===== config.mk =====
export PLATFORM = sky130hd
export DESIGN_NAME = sram_axi_bridge_flat
export DESIGN_NICKNAME = d
export VERILOG_FILES = /design/src/rtl/bridge_pkg.sv /design/src/rtl/sram_axi_bridge_if.sv /design/src/rtl/sram_axi_wr.sv /design/src/rtl/sram_axi_bridge.sv /design/src/flat_wrapper.sv
export SDC_FILE = /design/constraint.sdc
export NUM_CORES = 1
export LEC_CHECK = 0
export CORE_ASPECT_RATIO = 1.25
export CORE_MARGIN = 1
export CORE_UTILIZATION = 40
export DETAILED_ROUTE_END_ITERATION = 8
export MAX_ROUTING_LAYER = met4
export PLACE_DENSITY = 0.9
export SLEW_MARGIN = 20
export SYNTH_ARGS = -nofsm -noshare
export SYNTH_HDL_FRONTEND = slang
export SYNTH_SLANG_ARGS = --single-unit

===== constraint.sdc =====
create_clock -name clk -period 13.3 [get_ports clk]
set_input_delay 1.33 -clock clk [delete_from_list [all_inputs] [get_ports clk]]
set_output_delay 1.33 -clock clk [all_outputs]
set_load 0.005 [all_outputs]

===== src/rtl/bridge_pkg.sv =====
// bridge_pkg: FSM state types, AXI encodings and default IDs shared by the
// sram-to-AXI bridge and its write-channel engine.
package bridge_pkg;
    typedef enum logic [1:0] {R_IDLE, R_AR, R_R} rd_state_t;
    typedef enum logic [1:0] {W_IDLE, W_AW_W, W_B} wr_state_t;
    localparam logic [1:0] AXI_BURST_INCR = 2'b01;
    localparam logic [2:0] AXI_SIZE_B = 3'd0;
    localparam logic [2:0] AXI_SIZE_H = 3'd1;
    localparam logic [2:0] AXI_SIZE_W = 3'd2;
    localparam logic [3:0] ID_INST_DEF = 4'd0;
    localparam logic [3:0] ID_DATA_DEF = 4'd1;
    // Irregular strobe patterns fall back to a full-word transfer; wstrb still masks the lanes.
    function automatic logic [2:0] sizeFromSel(input logic [3:0] sel);
        return (sel == 4'b1111) ? AXI_SIZE_W :
               (sel == 4'b0011 || sel == 4'b1100) ? AXI_SIZE_H :
               $onehot(sel) ? AXI_SIZE_B : AXI_SIZE_W;
    endfunction
endpackage


===== src/rtl/sram_axi_bridge_if.sv =====
// sram_axi_bridge_if: AXI3 read/write bus between the bridge (master) and
// the memory system (slave); single beats only, so no bresp/rresp is carried.
interface sram_axi_bridge_if #(parameter int ADDR_W = 32, parameter int DATA_W = 32);
    logic [3:0] arid;
    logic [ADDR_W-1:0] araddr;
    logic [3:0] arlen;
    logic [2:0] arsize;
    logic [1:0] arburst;
    logic arvalid, arready;
    logic [3:0] rid;
    logic [DATA_W-1:0] rdata;
    logic rlast, rvalid, rready;
    logic [3:0] awid;
    logic [ADDR_W-1:0] awaddr;
    logic [3:0] awlen;
    logic [2:0] awsize;
    logic [1:0] awburst;
    logic awvalid, awready;
    logic [DATA_W-1:0] wdata;
    logic [3:0] wstrb;
    logic wlast, wvalid, wready;
    logic bvalid, bready;
    modport master(
        output arid, araddr, arlen, arsize, arburst, arvalid, input arready,
        input rid, rdata, rlast, rvalid, output rready,
        output awid, awaddr, awlen, awsize, awburst, awvalid, input awready,
        output wdata, wstrb, wlast, wvalid, input wready,
        input bvalid, output bready
    );
    modport slave(
        input arid, araddr, arlen, arsize, arburst, arvalid, output arready,
        output rid, rdata, rlast, rvalid, input rready,
        input awid, awaddr, awlen, awsize, awburst, awvalid, output awready,
        input wdata, wstrb, wlast, wvalid, output wready,
        output bvalid, input bready
    );
endinterface


===== src/rtl/sram_axi_wr.sv =====
// sram_axi_wr: single-outstanding store engine; issues AW and W together,
// retires each on its own handshake, then waits for the B response.
module sram_axi_wr
    import bridge_pkg::*;
#(
    parameter int ADDR_W = 32,
    parameter int DATA_W = 32
) (
    input  logic              clk,
    input  logic              rst,
    input  logic              start,
    input  logic [ADDR_W-1:0] addr,
    input  logic [DATA_W-1:0] wdataIn,
    input  logic [3:0]        sel,
    output logic [ADDR_W-1:0] awaddr,
    output logic [2:0]        awsize,
    output logic              awvalid,
    input  logic              awready,
    output logic [DATA_W-1:0] wdata,
    output logic [3:0]        wstrb,
    output logic              wvalid,
    input  logic              wready,
    input  logic              bvalid,
    output logic              bready,
    output logic              ok,
    output logic              idle
);
    wr_state_t state, next;
    logic aw_done, w_done;
    logic awHs, wHs;
    assign awHs = awvalid & awready;
    assign wHs = wvalid & wready;
    assign awvalid = (state == W_AW_W) & ~aw_done;
    assign wvalid = (state == W_AW_W) & ~w_done;
    assign bready = state == W_B;
    assign idle = state == W_IDLE;
    assign awsize = sizeFromSel(wstrb);
    always_ff @(posedge clk or posedge rst) begin
        if (rst) state <= W_IDLE;
        else state <= next;
    end
    always_comb begin
        next = state;
        case (state)
            W_IDLE: next = start ? W_AW_W : W_IDLE;
            W_AW_W: next = ((aw_done | awHs) & (w_done | wHs)) ? W_B : W_AW_W;
            W_B: next = bvalid ? W_IDLE : W_B;
            default: next = W_IDLE;
        endcase
    end
    always_ff @(posedge clk or posedge rst) begin
        if (rst) begin
            awaddr <= '0;
            wdata <= '0;
            wstrb <= '0;
            aw_done <= 1'b0;
            w_done <= 1'b0;
            ok <= 1'b0;
        end else begin
            ok <= (state == W_B) & bvalid;
            if (state == W_IDLE && start) begin
                awaddr <= addr;
                wdata <= wdataIn;
                wstrb <= sel;
                aw_done <= 1'b0;
                w_done <= 1'b0;
            end else begin
                if (awHs) aw_done <= 1'b1;
                if (wHs) w_done <= 1'b1;
            end
        end
    end
endmodule


===== src/rtl/sram_axi_bridge.sv =====
// sram_axi_bridge: folds the core's fetch and data sram ports onto one AXI3
// master; arbitrates the read channel and stalls the core until each access completes.
module sram_axi_bridge
    import bridge_pkg::*;
#(
    parameter int         ADDR_W  = 32,
    parameter int         DATA_W  = 32,
    parameter logic [3:0] ID_INST = ID_INST_DEF,
    parameter logic [3:0] ID_DATA = ID_DATA_DEF
) (
    input  logic              clk,
    input  logic              rst,
    input  logic              inst_req,
    input  logic [ADDR_W-1:0] inst_addr,
    output logic [DATA_W-1:0] inst_rdata,
    output logic              inst_ok,
    input  logic              data_req,
    input  logic              data_wr,
    input  logic [3:0]        data_sel,
    input  logic [ADDR_W-1:0] data_addr,
    input  logic [DATA_W-1:0] data_wdata,
    output logic [DATA_W-1:0] data_rdata,
    output logic              data_ok,
    output logic              stall,
    sram_axi_bridge_if.master axi
);
    rd_state_t rdState, rdNext;
    logic [ADDR_W-1:0] arAddr;
    logic [3:0] arId;
    logic rdDataOk, wrOk, wrIdle, wrStart;
    logic takeData, takeInst, rdAccept, rdDone;
    // Loads wait for an idle write engine so a load never overtakes an earlier store.
    // A port whose ok is pulsing is still holding req for the finished access, so it is not re-taken.
    assign takeData = data_req & ~data_wr & ~data_ok & wrIdle;
    assign takeInst = inst_req & ~inst_ok & ~takeData;
    assign rdAccept = (rdState == R_IDLE) & (takeData | takeInst);
    assign rdDone = (rdState == R_R) & axi.rvalid;
    assign wrStart = data_req & data_wr & ~data_ok;
    assign data_ok = rdDataOk | wrOk;
    assign stall = (inst_req & ~inst_ok) | (data_req & ~data_ok);
    assign axi.arid = arId;
    assign axi.araddr = arAddr;
    assign axi.arlen = 4'd0;
    assign axi.arsize = AXI_SIZE_W;
    assign axi.arburst = AXI_BURST_INCR;
    assign axi.arvalid = rdState == R_AR;
    assign axi.rready = rdState == R_R;
    assign axi.awid = ID_DATA;
    assign axi.awlen = 4'd0;
    assign axi.awburst = AXI_BURST_INCR;
    assign axi.wlast = 1'b1;
    always_ff @(posedge clk or posedge rst) begin
        if (rst) rdState <= R_IDLE;
        else rdState <= rdNext;
    end
    always_comb begin
        rdNext = rdState;
        case (rdState)
            R_IDLE: rdNext = rdAccept ? R_AR : R_IDLE;
            R_AR: rdNext = axi.arready ? R_R : R_AR;
            R_R: rdNext = axi.rvalid ? R_IDLE : R_R;
            default: rdNext = R_IDLE;
        endcase
    end
    // Responses are routed by the ID latched at issue, not by rid.
    always_ff @(posedge clk or posedge rst) begin
        if (rst) begin
            arAddr <= '0;
            arId <= '0;
            inst_rdata <= '0;
            data_rdata <= '0;
            inst_ok <= 1'b0;
            rdDataOk <= 1'b0;
        end else begin
            inst_ok <= rdDone && arId != ID_DATA;
            rdDataOk <= rdDone && arId == ID_DATA;
            if (rdAccept) begin
                arAddr <= takeData ? data_addr : inst_addr;
                arId <= takeData ? ID_DATA : ID_INST;
            end
            if (rdDone && arId == ID_DATA) data_rdata <= axi.rdata;
            if (rdDone && arId != ID_DATA) inst_rdata <= axi.rdata;
        end
    end
    sram_axi_wr #(.ADDR_W(ADDR_W), .DATA_W(DATA_W)) wr (
        .clk(clk), .rst(rst), .start(wrStart),
        .addr(data_addr), .wdataIn(data_wdata), .sel(data_sel),
        .awaddr(axi.awaddr), .awsize(axi.awsize), .awvalid(axi.awvalid), .awready(axi.awready),
        .wdata(axi.wdata), .wstrb(axi.wstrb), .wvalid(axi.wvalid), .wready(axi.wready),
        .bvalid(axi.bvalid), .bready(axi.bready), .ok(wrOk), .idle(wrIdle)
    );
    instReqHeld: assert property (@(posedge clk) disable iff (rst) inst_req & ~inst_ok |=> inst_req);
    dataReqHeld: assert property (@(posedge clk) disable iff (rst) data_req & ~data_ok |=> data_req);
    rIdMatch: assert property (@(posedge clk) disable iff (rst) axi.rvalid & axi.rready |-> axi.rid == arId && axi.rlast);
endmodule


===== src/flat_wrapper.sv =====
// flat-port wrapper written by rule: the top's interface ports become plain ports
module sram_axi_bridge_flat import bridge_pkg::*;
#(
    parameter int         ADDR_W  = 32,
    parameter int         DATA_W  = 32,
    parameter logic [3:0] ID_INST = ID_INST_DEF,
    parameter logic [3:0] ID_DATA = ID_DATA_DEF
)
  (clk, rst, inst_req, inst_addr, inst_rdata, inst_ok, data_req, data_wr, data_sel, data_addr, data_wdata, data_rdata, data_ok, stall, axi_arid, axi_araddr, axi_arlen, axi_arsize, axi_arburst, axi_arvalid, axi_arready, axi_rid, axi_rdata, axi_rlast, axi_rvalid, axi_rready, axi_awid, axi_awaddr, axi_awlen, axi_awsize, axi_awburst, axi_awvalid, axi_awready, axi_wdata, axi_wstrb, axi_wlast, axi_wvalid, axi_wready, axi_bvalid, axi_bready);
  sram_axi_bridge_if #(.ADDR_W(ADDR_W), .DATA_W(DATA_W)) axi_i ();
  input  logic clk;
  input  logic rst;
  input  logic inst_req;
  input  logic [ADDR_W-1:0] inst_addr;
  output logic [DATA_W-1:0] inst_rdata;
  output logic inst_ok;
  input  logic data_req;
  input  logic data_wr;
  input  logic [3:0] data_sel;
  input  logic [ADDR_W-1:0] data_addr;
  input  logic [DATA_W-1:0] data_wdata;
  output logic [DATA_W-1:0] data_rdata;
  output logic data_ok;
  output logic stall;
  output wire logic [$bits(axi_i.arid)-1:0] axi_arid;
  output wire logic [$bits(axi_i.araddr)-1:0] axi_araddr;
  output wire logic [$bits(axi_i.arlen)-1:0] axi_arlen;
  output wire logic [$bits(axi_i.arsize)-1:0] axi_arsize;
  output wire logic [$bits(axi_i.arburst)-1:0] axi_arburst;
  output wire logic [$bits(axi_i.arvalid)-1:0] axi_arvalid;
  input wire logic [$bits(axi_i.arready)-1:0] axi_arready;
  input wire logic [$bits(axi_i.rid)-1:0] axi_rid;
  input wire logic [$bits(axi_i.rdata)-1:0] axi_rdata;
  input wire logic [$bits(axi_i.rlast)-1:0] axi_rlast;
  input wire logic [$bits(axi_i.rvalid)-1:0] axi_rvalid;
  output wire logic [$bits(axi_i.rready)-1:0] axi_rready;
  output wire logic [$bits(axi_i.awid)-1:0] axi_awid;
  output wire logic [$bits(axi_i.awaddr)-1:0] axi_awaddr;
  output wire logic [$bits(axi_i.awlen)-1:0] axi_awlen;
  output wire logic [$bits(axi_i.awsize)-1:0] axi_awsize;
  output wire logic [$bits(axi_i.awburst)-1:0] axi_awburst;
  output wire logic [$bits(axi_i.awvalid)-1:0] axi_awvalid;
  input wire logic [$bits(axi_i.awready)-1:0] axi_awready;
  output wire logic [$bits(axi_i.wdata)-1:0] axi_wdata;
  output wire logic [$bits(axi_i.wstrb)-1:0] axi_wstrb;
  output wire logic [$bits(axi_i.wlast)-1:0] axi_wlast;
  output wire logic [$bits(axi_i.wvalid)-1:0] axi_wvalid;
  input wire logic [$bits(axi_i.wready)-1:0] axi_wready;
  input wire logic [$bits(axi_i.bvalid)-1:0] axi_bvalid;
  output wire logic [$bits(axi_i.bready)-1:0] axi_bready;
  assign axi_arid = axi_i.arid;
  assign axi_araddr = axi_i.araddr;
  assign axi_arlen = axi_i.arlen;
  assign axi_arsize = axi_i.arsize;
  assign axi_arburst = axi_i.arburst;
  assign axi_arvalid = axi_i.arvalid;
  assign axi_i.arready = axi_arready;
  assign axi_i.rid = axi_rid;
  assign axi_i.rdata = axi_rdata;
  assign axi_i.rlast = axi_rlast;
  assign axi_i.rvalid = axi_rvalid;
  assign axi_rready = axi_i.rready;
  assign axi_awid = axi_i.awid;
  assign axi_awaddr = axi_i.awaddr;
  assign axi_awlen = axi_i.awlen;
  assign axi_awsize = axi_i.awsize;
  assign axi_awburst = axi_i.awburst;
  assign axi_awvalid = axi_i.awvalid;
  assign axi_i.awready = axi_awready;
  assign axi_wdata = axi_i.wdata;
  assign axi_wstrb = axi_i.wstrb;
  assign axi_wlast = axi_i.wlast;
  assign axi_wvalid = axi_i.wvalid;
  assign axi_i.wready = axi_wready;
  assign axi_i.bvalid = axi_bvalid;
  assign axi_bready = axi_i.bready;
  sram_axi_bridge #(.ADDR_W(ADDR_W), .DATA_W(DATA_W), .ID_INST(ID_INST), .ID_DATA(ID_DATA)) u_core (.clk(clk), .rst(rst), .inst_req(inst_req), .inst_addr(inst_addr), .inst_rdata(inst_rdata), .inst_ok(inst_ok), .data_req(data_req), .data_wr(data_wr), .data_sel(data_sel), .data_addr(data_addr), .data_wdata(data_wdata), .data_rdata(data_rdata), .data_ok(data_ok), .stall(stall), .axi(axi_i));
endmodule

# --- After elaboration in Yosys (flattened, before gate mapping) ---
# Index checks and enable logic that the tools add are counted.
totals:
  reg_bits: 177
  wordCells: 79
classes:
  add_sub_neg: 3
  n_eq_ne: 10
  muxes: 17
  n_bitwise: 27
  n_reduce_logical: 8
op_table:
  columns: ["op", "n"]
  rows:
  - ["32-bit two-way mux", 1]
  - ["1-bit bitwise AND", 16]
  - ["2-bit two-way mux", 7]
  - ["2-bit case mux with 3 select lines", 2]
  - ["4-bit equality test (second input constant)", 2]
  - ["1-bit two-way mux", 7]
  - ["1-bit NOT", 6]
  - ["1-bit bitwise OR", 5]
  - ["1-bit by 1-bit adder with 2-bit output", 2]
  - ["2-bit by 1-bit equality test with 1-bit output (second input constant)", 2]
  - ["2-bit equality test (second input constant)", 2]
  - ["4-bit by 1-bit equality test with 1-bit output (second input constant)", 1]
  - ["4-bit by 2-bit equality test with 1-bit output (second input constant)", 1]
  - ["2-bit zero test", 2]
  - ["4-bit by 1-bit inequality test with 1-bit output (second input constant)", 1]
  - ["2-bit nonzero test", 2]
  - ["2-bit by 2-bit adder with 3-bit output", 1]
  - ["3-bit by 1-bit equality test with 1-bit output (second input constant)", 1]
  - ["1-bit logical AND", 3]
  - ["1-bit logical OR", 1]

# --- Depth between registers and ports, before layout ---
# Gate-level depths: netlist of the first run.
logic_depth:
  word_depth: 10
  mapped_depth: 7

# --- Cells and area by module ---
# A second synthesis of the first run with hierarchy kept.
hier_totals:
  hier_cells: 496
  area_unflattened_um2: 7404.6
modules_own_cells:
  columns: ["module", "instances", "cells_per_inst", "area_each_um2", "seq_area_each_um2"]
  rows:
  - ["sram_axi_bridge", 1, 308, 4396.7, 2527.4]
  - ["sram_axi_wr", 1, 188, 3007.9, 1826.8]

# --- Worst setup path after synthesis of the first run ---
# No wires, ideal clock.
synth_path:
  path_type: "input port to output port"
  start: "input port data_req"
  end: "output port stall"
  arrival_ns: 1.800
  setup_slack_ns: 10.170
  path_stages: 2
  cell_sequence: "nor3b_4 > or2_2"
synth_via:
  elab_chain_cells: 2
synth_rtl:
  columns: ["item", "line_no", "source"]
  rows:
  - ["from (decl)", "flat_wrapper.sv:17", "input logic data_req;"]
  - ["1-bit bitwise AND", "sram_axi_bridge.sv:40", "assign stall = (inst_req & ~inst_ok) | (data_req & ~data_ok);"]
  - ["1-bit bitwise OR", "sram_axi_bridge.sv:40", null]
  - ["to (decl)", "flat_wrapper.sv:24", "output logic stall;"]
# No other way between the ends.

# --- Final worst setup path of the first run ---
# Ends and elaborated chain as after synthesis.

==> key figures, run 1 <==
Clocking
  – Setup Buffers After CTS: 0
  – Post-CTS Resized: 0
  – Clock slew seen by the registers of the worst setup and hold paths: 0.07 ns
  – CTS tree: yes
  – Deepest clock path buffer count: 2
  – Post-CTS Hold Fix Bufs: 0
  – CTS H-tree depth: 4
  – Root buf cell: clkbuf_16
  – TritonCTS buffer count: 17
  – # clock sinks: 174
  – Worst skew pair latency: 0.42 ns

Timing
  – Final setup TNS: 0 ns
  – Max Freq: 237 MHz
  – RSZ-0062 raised after global routing: no
  – Slew Limit Headroom: 24.2%
  – Final-report max-slew violation count: 0
  – Final hold violation count: 0
  – Worst slew pin tran: 1.13 ns
  – Final setup vio count: 0
  – Tmin final: 4.22 ns
  – Worst Skew: 0.0104 ns
  – Tcrit/Tclk final: 31.8%

Route
  – ANT nets after route: 0
  – Routed via count: 5330
  – Drt wl/cell: 18.3 µm
  – Routed WL: 20100 µm
  – DR iter-0 viols: 274
  – Router iterations before antenna repair: 7
  – Vias per cell: 4.87
  – DR DRC count: 0

Yosys
  – Syn Area/Cell: 13.7 µm²
  – #FFs+latches synth: 174
  – Share of the synthesized area in the top cell type: 58.7%
  – Synth Flop Type: dfrtp_1
  – Post-synth EDFFs: 0
  – Top area cells in the synthesized netlist: dfrtp_1 59%, mux2_2 17%, inv_1 5.3%, a222oi_1 4.3%, mux2_4 3.6%
  – Asr flop ratio synth: 100%
  – Sequential fraction of the synthesis area: 58.7%
  – Post-synth top area cell: dfrtp_1
  – Synthesized instance count: 541
  – Cell variety after synth: 38
  – Yosys warnings: 0
  – Mapped Area: 7420 µm²

Min path
  – Worst Hold Class: reg -> reg
  – WHS Endpoint: u_core.wr.awaddr[2]
  – Worst hold stages: 1
  – HP Start: u_core.wr.awaddr[2]

Flow run
  – Max-Cap Viols: 0

Floorplanning
  – Core footprint: 18100 µm²
  – IO Pins: 346
  – Num rows: 55
  – Die Width: 124 µm
  – Height of the chip: 154 µm
  – Die area: 19100 µm²
  – Starting Density: 41.0%

Setup path
  – Crit path max fanout: 7
  – Depth of the most critical reg-to-reg path: 3
  – WS Path Type: in -> out
  – Worst Path Arrival: 2.89 ns
  – Worst Setup End Kind: output pin
  – Worst r2r src: u_core.wr.ok
  – RR Endpoint: u_core.wr.awaddr[25]
  – Flop2flop setup slack: 10.83 ns
  – CP required: 11.97 ns
  – Startpoint Class: primary input

Layout
  – Design area: 11200 µm²
  – Diode count: 0
  – Nets: 1006
  – Share of layout cells above drive strength 1: 20.7%
  – Filler Cell Count: 1349
  – Leading cell type in the layout, fill and taps excluded: clkdlybuf4s50_1
  – Area Growth Syn to Fin: 51.5%
  – Most frequent cells in the layout: 316 x clkdlybuf4s50_1, 174 x dfrtp_1, 114 x mux2_2

Power
  – PwrDens: 228 nW/µm²
  – Leakage Power: 5.20 nW
  – Worst VDD drop: 0.130 mV

Global routing
  – Initial antenna violation count: 0
  – First-pass GRT wire length: 29700 µm
  – Met3 Use GR: 6.23%
  – M1 GR Usage: 22.5%
  – GR Util met2: 37.9%
  – Largest net degree at the start of global routing: 100
  – Vias in the first global route: 5755
  – GRT Total Usage: 21.5%
  – Busiest grt layer: met2
  – GRT overflow: 0

Placed design
  – Dpl hpwl: 14500 µm
  – Routability Congestion: 0.797
  – Dpl cell area: 10600 µm²
  – Input/output buffers: 316

Status
  – Status: finished clean
stage by stage:
step           setup WS [ns]  hold slack, ns  utilization (%)  power [W]  cells
6_report                9.08           0.506             62.1    0.00257   1094
5_1_grt                 8.99           0.518             62.1    0.00271   1094
4_1_cts                 9.06           0.506             61.9    0.00259   1093
3_5_place_dp            9.07           0.491             58.5    0.00205   1062
3_3_place_gp            9.09           0.487             58.4    0.00200   1061
2_1_floorplan           7.25           0.483                -    0.00138    563
metal layers:
layer / part of all wire (%) / wire (µm) / vias to the layer above
li1: - / - / 2405
met1: 36 / 7320 / 2625
met4: 2.2 / 450 / 0
met2: 53 / 10600 / 267
met3: 8.4 / 1680 / 33
met5: 0 / 0 / -
sequential cells by signal, summed over array words and instances (netlist names):
register and count:
u_core.wr.awaddr 32, u_core.wr.wdata 32, u_core.wr.aw_done 1, u_core.wr.w_done 1
u_core.inst_rdata 32, u_core.rdState 2, u_core.wr.wstrb 4, u_core.wr.ok 1
u_core.wr.state 2, u_core.axi.araddr 32, u_core.rdDataOk 1, u_core.inst_ok 1
u_core.axi.arid 1, u_core.data_rdata 32
cells by family (layout without fill, tap and decap cells):
family,Yosys count,after routing,synth area share [%]
other,2,24,0.101
and+or+nand+nor,31,31,2.83
buffers and inverters,153,456,11.0
DFF,174,174,58.7
muxes,132,132,20.9
adders and majority gates,5,5,0.944
AOI/OAI and AO/OA,44,44,5.48
layout make-up:
class | count | area [µm²] | area share, %
Sequential cell | 174 | 4350 | 38.7
Timing Repair Buffer | 320 | 3230 | 28.8
Multi-Input combinational cell | 236 | 2350 | 20.9
Clock buffer | 18 | 439 | 3.91
Inverter | 105 | 399 | 3.55
Tap cell | 228 | 285 | 2.54
Clock inverter | 13 | 180 | 1.60
power breakdown:
group	internal, W	total [W]	switching [W]
Clock	0.000306	0.000526	0.000221
Sequential	0.000785	0.000930	0.000145
Combinational	0.000734	0.00111	0.000377
critical path: stages:
cell and delay [ns]:
clkdlybuf4s50_1 0.45, nor3b_4 0.40, or2_2 0.19, clkdlybuf4s50_1 0.52
worst max-delay path by stage:
stage                           end  slack [ns]     start
2_1_floorplan  u_core.axi.araddr[0]        7.25       rst
3_3_place_gp                  stall        9.09  data_req
3_5_place_dp                  stall        9.07  data_req
4_1_cts                       stall        9.06  data_req
5_1_grt                       stall        8.99  data_req
6_report                      stall        9.08  data_req
Yosys cell counts, drive strengths merged, types with 2 or more instances:
library cell  number
a211oi             2
a21oi              3
a222oi            32
a31oi              2
and3               2
buf               46
clkbuf             2
conb               2
dfrtp            174
ha                 4
inv              105
mux2             132
nand2              3
nand2b             2
nand3              3
nor2               6
nor2b              5
nor3               2
o21ai              2
or2                2
Power figures use the tool's default switching activity.
==> run 2, diff against run 1 <==
==> constraint.sdc (replaced) <==
create_clock -name clk -period 4.3 [get_ports clk]
set_input_delay 0.43 -clock clk [delete_from_list [all_inputs] [get_ports clk]]
set_output_delay 0.43 -clock clk [all_outputs]
set_load 0.005 [all_outputs]
==> key figures, run 2 (synthesis results as in run 1) <==
Status
  – Status: finished clean

Global routing
  – Vias in the first global route: 5631 (-2.2%)
  – Busiest grt layer: met2
  – First-pass GRT wire length: 28900 µm (-2.6%)
  – Met3 Use GR: 5.24% (-1.0 points)
  – GR Util met2: 34.7% (-3.1 points)
  – Initial antenna violation count: 0 (unchanged)
  – GRT overflow: 0 (unchanged)
  – Largest net degree at the start of global routing: 175 (+75%)
  – M1 GR Usage: 22.3% (-0.13 points)
  – GRT Total Usage: 20.5% (-0.99 points)

Floorplanning
  – Core footprint: 18100 µm² (unchanged)
  – Num rows: 55 (unchanged)
  – IO Pins: 346 (unchanged)
  – Height of the chip: 154 µm (unchanged)
  – Die area: 19100 µm² (unchanged)
  – Die Width: 124 µm (unchanged)
  – Starting Density: 41.0% (unchanged)

Timing
  – Worst Skew: 0.00774 ns (-0.00266 ns)
  – Worst slew pin tran: 1.00 ns (-0.132 ns)
  – Tmin final: 3.11 ns
  – RSZ-0062 raised after global routing: no
  – Tcrit/Tclk final: 72.3%
  – Final hold violation count: 0 (unchanged)
  – Final-report max-slew violation count: 0 (unchanged)
  – Max Freq: 322 MHz
  – Slew Limit Headroom: 33.1% (+8.8 points)
  – Final setup vio count: 0 (unchanged)
  – Final setup TNS: 0 ns (unchanged)

Clocking
  – Post-CTS Hold Fix Bufs: 0 (unchanged)
  – # clock sinks: 174 (unchanged)
  – Setup Buffers After CTS: 0 (unchanged)
  – TritonCTS buffer count: 17 (unchanged)
  – Post-CTS Resized: 0 (unchanged)
  – CTS H-tree depth: 4 (unchanged)
  – Deepest clock path buffer count: 2 (unchanged)
  – Worst skew pair latency: 0.41 ns (about the same)
  – Clock slew seen by the registers of the worst setup and hold paths: 0.06 ns (about the same)
  – Root buf cell: clkbuf_16
  – CTS tree: yes

Layout
  – Most frequent cells in the layout: 316 x clkdlybuf4s50_1, 174 x dfrtp_1, 114 x mux2_2
  – Share of layout cells above drive strength 1: 20.7% (+0.068 points)
  – Diode count: 0 (unchanged)
  – Leading cell type in the layout, fill and taps excluded: clkdlybuf4s50_1
  – Post-Layout Cell Count: 1096 (+0.18%)
  – Nets: 1007 (+0.099%)
  – Design area: 11200 µm² (-0.41%)
  – Area Growth Syn to Fin: 50.8%

Route
  – Vias per cell: 4.90 (+0.53%)
  – Drt wl/cell: 17.3 µm (-5.5%)
  – Router iterations before antenna repair: 8 (+1)
  – DR DRC count: 0 (unchanged)
  – Routed WL: 19000 µm (-5.4%)
  – ANT nets after route: 0 (unchanged)
  – Routed via count: 5368 (+0.71%)
  – DR iter-0 viols: 299 (+9.1%)

Setup path
  – Critical path startpoint: u_core.wr.wstrb[0]
  – Worst Path Arrival: 2.68 ns (-0.21 ns)
  – Worst r2r src: u_core.rdState[0]
  – Flop2flop setup slack: 2.03 ns (-8.80 ns)
  – CP required: 3.87 ns (-8.10 ns)
  – WS Path Type: reg -> out
  – Depth of the most critical reg-to-reg path: 3 (unchanged)
  – Startpoint Class: flip-flop
  – Crit path max fanout: 4 (-3)
  – RR Endpoint: u_core.axi.araddr[21]
  – Worst Setup End Kind: output pin

Placed design
  – Dpl hpwl: 13600 µm (-5.9%)
  – Input/output buffers: 316 (unchanged)
  – Dpl cell area: 10600 µm² (about the same)
  – Placed insts: 1064 (+0.19%)
  – Routability Congestion: 0.771 (-3.3%)

Flow run
  – Max-Cap Viols: 0 (unchanged)

Min path
  – Worst hold stages: 1 (unchanged)
  – WHS Endpoint: u_core.wr.awaddr[28]
  – HP Start: u_core.wr.awaddr[28]
  – Worst Hold Class: reg -> reg

Power
  – PnR Total Power: 0.00782 W (+200%)
  – PwrDens: 698 nW/µm² (+210%)
  – Leakage Power: 5.18 nW (-0.39%)
  – Worst VDD drop: 0.388 mV (+200%)
[run 2: cell types whose count changed in the layout (fill, tap and decap cells not counted), sizes merged]
cell	change
bufinv	-2
clkinv	+1
buf	+1
clkinvlp	+1
clkbuf	+1
[run 2: worst max-delay path, cell delays in order, from the launching register on]
cell and delay [ns]:
dfrtp_1 0.40, inv_1 0.09, fa_1 0.54, inv_1 0.04
ha_1 0.17, ha_1 0.28, nor2_1 0.04, a31oi_1 0.16
clkdlybuf4s50_1 0.55
[run 2: metrics by stage]
stage / setup WS (ns) / hold WS, ns / utilization (%)
after floorplan: 1.65 / 0.483 / -
after global placement: 1.65 / 0.486 / 58.5
after detailed placement: 1.58 / 0.492 / 58.5
after CTS: 1.14 / 0.507 / 61.8
after global routing: 1.04 / 0.516 / 61.8
final: 1.19 / 0.504 / 61.8
[run 2: power by group]
part	leakage (nW)	internal [W]	total, W	switching (W)
logic	2.81	0.00225	0.00339	0.00114
registers	2.08	0.00243	0.00287	0.000440
clock network	0.295	0.000859	0.00156	0.000700
total	5.18	0.00553	0.00782	0.00228
[run 2: final cells by class]
type                    instances  area [µm²]
inverters                     105         398
well taps                     228         285
fillers                      1370        6910
repair buffers                321        3210
flip-flops and latches        174        4350
clock buffers                  19         453
multi-input cells             236        2340
clock inverters                13         151
[run 2: worst max-delay path by stage]
| stage | end | slack (ns) | cells past startpoint |
|---|---|---|---|
| after floorplan | u_core.axi.araddr[0] | 1.65 | 1 |
| after global placement | axi_awsize[1] | 1.65 | 8 |
| after detailed placement | axi_awsize[1] | 1.58 | 8 |
| after CTS | axi_awsize[1] | 1.14 | 8 |
| after global routing | axi_awsize[1] | 1.04 | 8 |
| final | axi_awsize[1] | 1.19 | 8 |
[run 2: layer usage]
layer,part of all wire [%],vias up
met5,0,-
met4,3.3,0
met3,7.3,46
met2,52,246
met1,37,2663
li1,-,2413
==> variant (flow settings as in run 2) <==
`DATA_W` is set to 32 in 4 places; all go to 64.
--- a/src/rtl/sram_axi_bridge_if.sv
+++ b/src/rtl/sram_axi_bridge_if.sv
@@ -2,3 +2,3 @@
 // the memory system (slave); single beats only, so no bresp/rresp is carried.
-interface sram_axi_bridge_if #(parameter int ADDR_W = 32, parameter int DATA_W = 32);
+interface sram_axi_bridge_if #(parameter int ADDR_W = 32, parameter int DATA_W = 64);
     logic [3:0] arid;
--- a/src/rtl/sram_axi_wr.sv
+++ b/src/rtl/sram_axi_wr.sv
@@ -6,3 +6,3 @@
     parameter int ADDR_W = 32,
-    parameter int DATA_W = 32
+    parameter int DATA_W = 64
 ) (
--- a/src/rtl/sram_axi_bridge.sv
+++ b/src/rtl/sram_axi_bridge.sv
@@ -6,3 +6,3 @@
     parameter int         ADDR_W  = 32,
-    parameter int         DATA_W  = 32,
+    parameter int         DATA_W  = 64,
     parameter logic [3:0] ID_INST = ID_INST_DEF,
--- a/src/flat_wrapper.sv
+++ b/src/flat_wrapper.sv
@@ -4,3 +4,3 @@
     parameter int         ADDR_W  = 32,
-    parameter int         DATA_W  = 32,
+    parameter int         DATA_W  = 64,
     parameter logic [3:0] ID_INST = ID_INST_DEF,
Interface: changed (5 resized); port bits go from 346 to 506. The function was not compared with the original's and may differ.
==> variant against run 2 <==
Power is 52% higher; design area is 49% higher; sequential power is 55% higher; die area is 44% higher; sequential cell count is 96 higher; setup slack worse by 0.099 ns; synthesized area is 45% higher; wire length is 83% higher; critical path type unchanged.
==> variant: results <==
export IMPL_clk_share_pct=5.80
export IMPL_n_antenna_cell=5
export IMPL_cts_sinks=270
export IMPL_critPathSlowestCell="fa_1"
export IMPL_nets=1572
export IMPL_fin_skew_ns=0.0190
export IMPL_gp_congestion=0.867
export IMPL_io_buffers=476
export IMPL_clock_latency_ns=0.54
export IMPL_synth_top_cells_by_area="dfrtp_1, mux2_2, nand2_1"
export IMPL_holdCritPathClass="in2async"
export IMPL_antenna_found_initial=4
export IMPL_grt_first_pass_wirelength_um=51200
export IMPL_netlist_instances=889
export IMPL_nClkBuffers=36
export IMPL_multi_input_area_share_pct=21.5
export IMPL_status="complete, no violations"
export IMPL_use_met1_pct=27.2
export IMPL_p_int_mw=8.35
export IMPL_grt_use_total_pct=25.3
export IMPL_met2_usage_pct=44.6
export IMPL_route_met3_wl_um=2520
export IMPL_synth_fa_ha_area_share_pct=0.651
export IMPL_synth_cell_types=35
export IMPL_place_inst=1666
export IMPL_vdd_drop_max_mv=0.490
export IMPL_seq_area_share_pct=40.5
export IMPL_num_vias=8449
export IMPL_sequentialPowerShare_pct=37.3
export IMPL_seq_area_frac_synth_pct=62.8
export IMPL_post_place_ws_ns=1.56
export IMPL_multi_input_gates=562
export IMPL_num_nonclk_inverters=10
export IMPL_wirelength_um=34800
export IMPL_placed_area_mm2=0.0157
[variant: cell types whose count changed after synthesis, sizes merged, moves of 4 or more]
cell	change
nand2	+300
dfrtp	+96
inv	-95
a222oi	-32
o221a	+32
nand2b	+31
buf	+13
clkbuf	+8
mux2	-4
[variant: critical path: cells and delay by family, from the launching register on]
kind            cells  cell delay [ns]
compound gates      1             0.16
fa+ha+maj           3             1.00
buf+inv             3             0.67
flops               1             0.37
simple gates        1             0.05
[variant: path summary, 6_finish.rpt]
check / endpoint / slack [ns] / cells after the start
max reg2reg: u_core.inst_rdata[30]$_DFFE_PP0P_ / 1.95 / 5
max in group asynchronous: u_core.wr.state[0]$_DFF_PP0_ / 3.01 / 3
max: axi_awsize[1] / 1.09 / 8
min: u_core.axi.araddr[1]$_DFFE_PP0P_ / 0.38 / 2
min in group clk: u_core.wr.wdata[35]$_DFFE_PP0P_ / 0.41 / 3
min reg2reg: u_core.wr.awaddr[7]$_DFFE_PP0P_ / 0.47 / 2
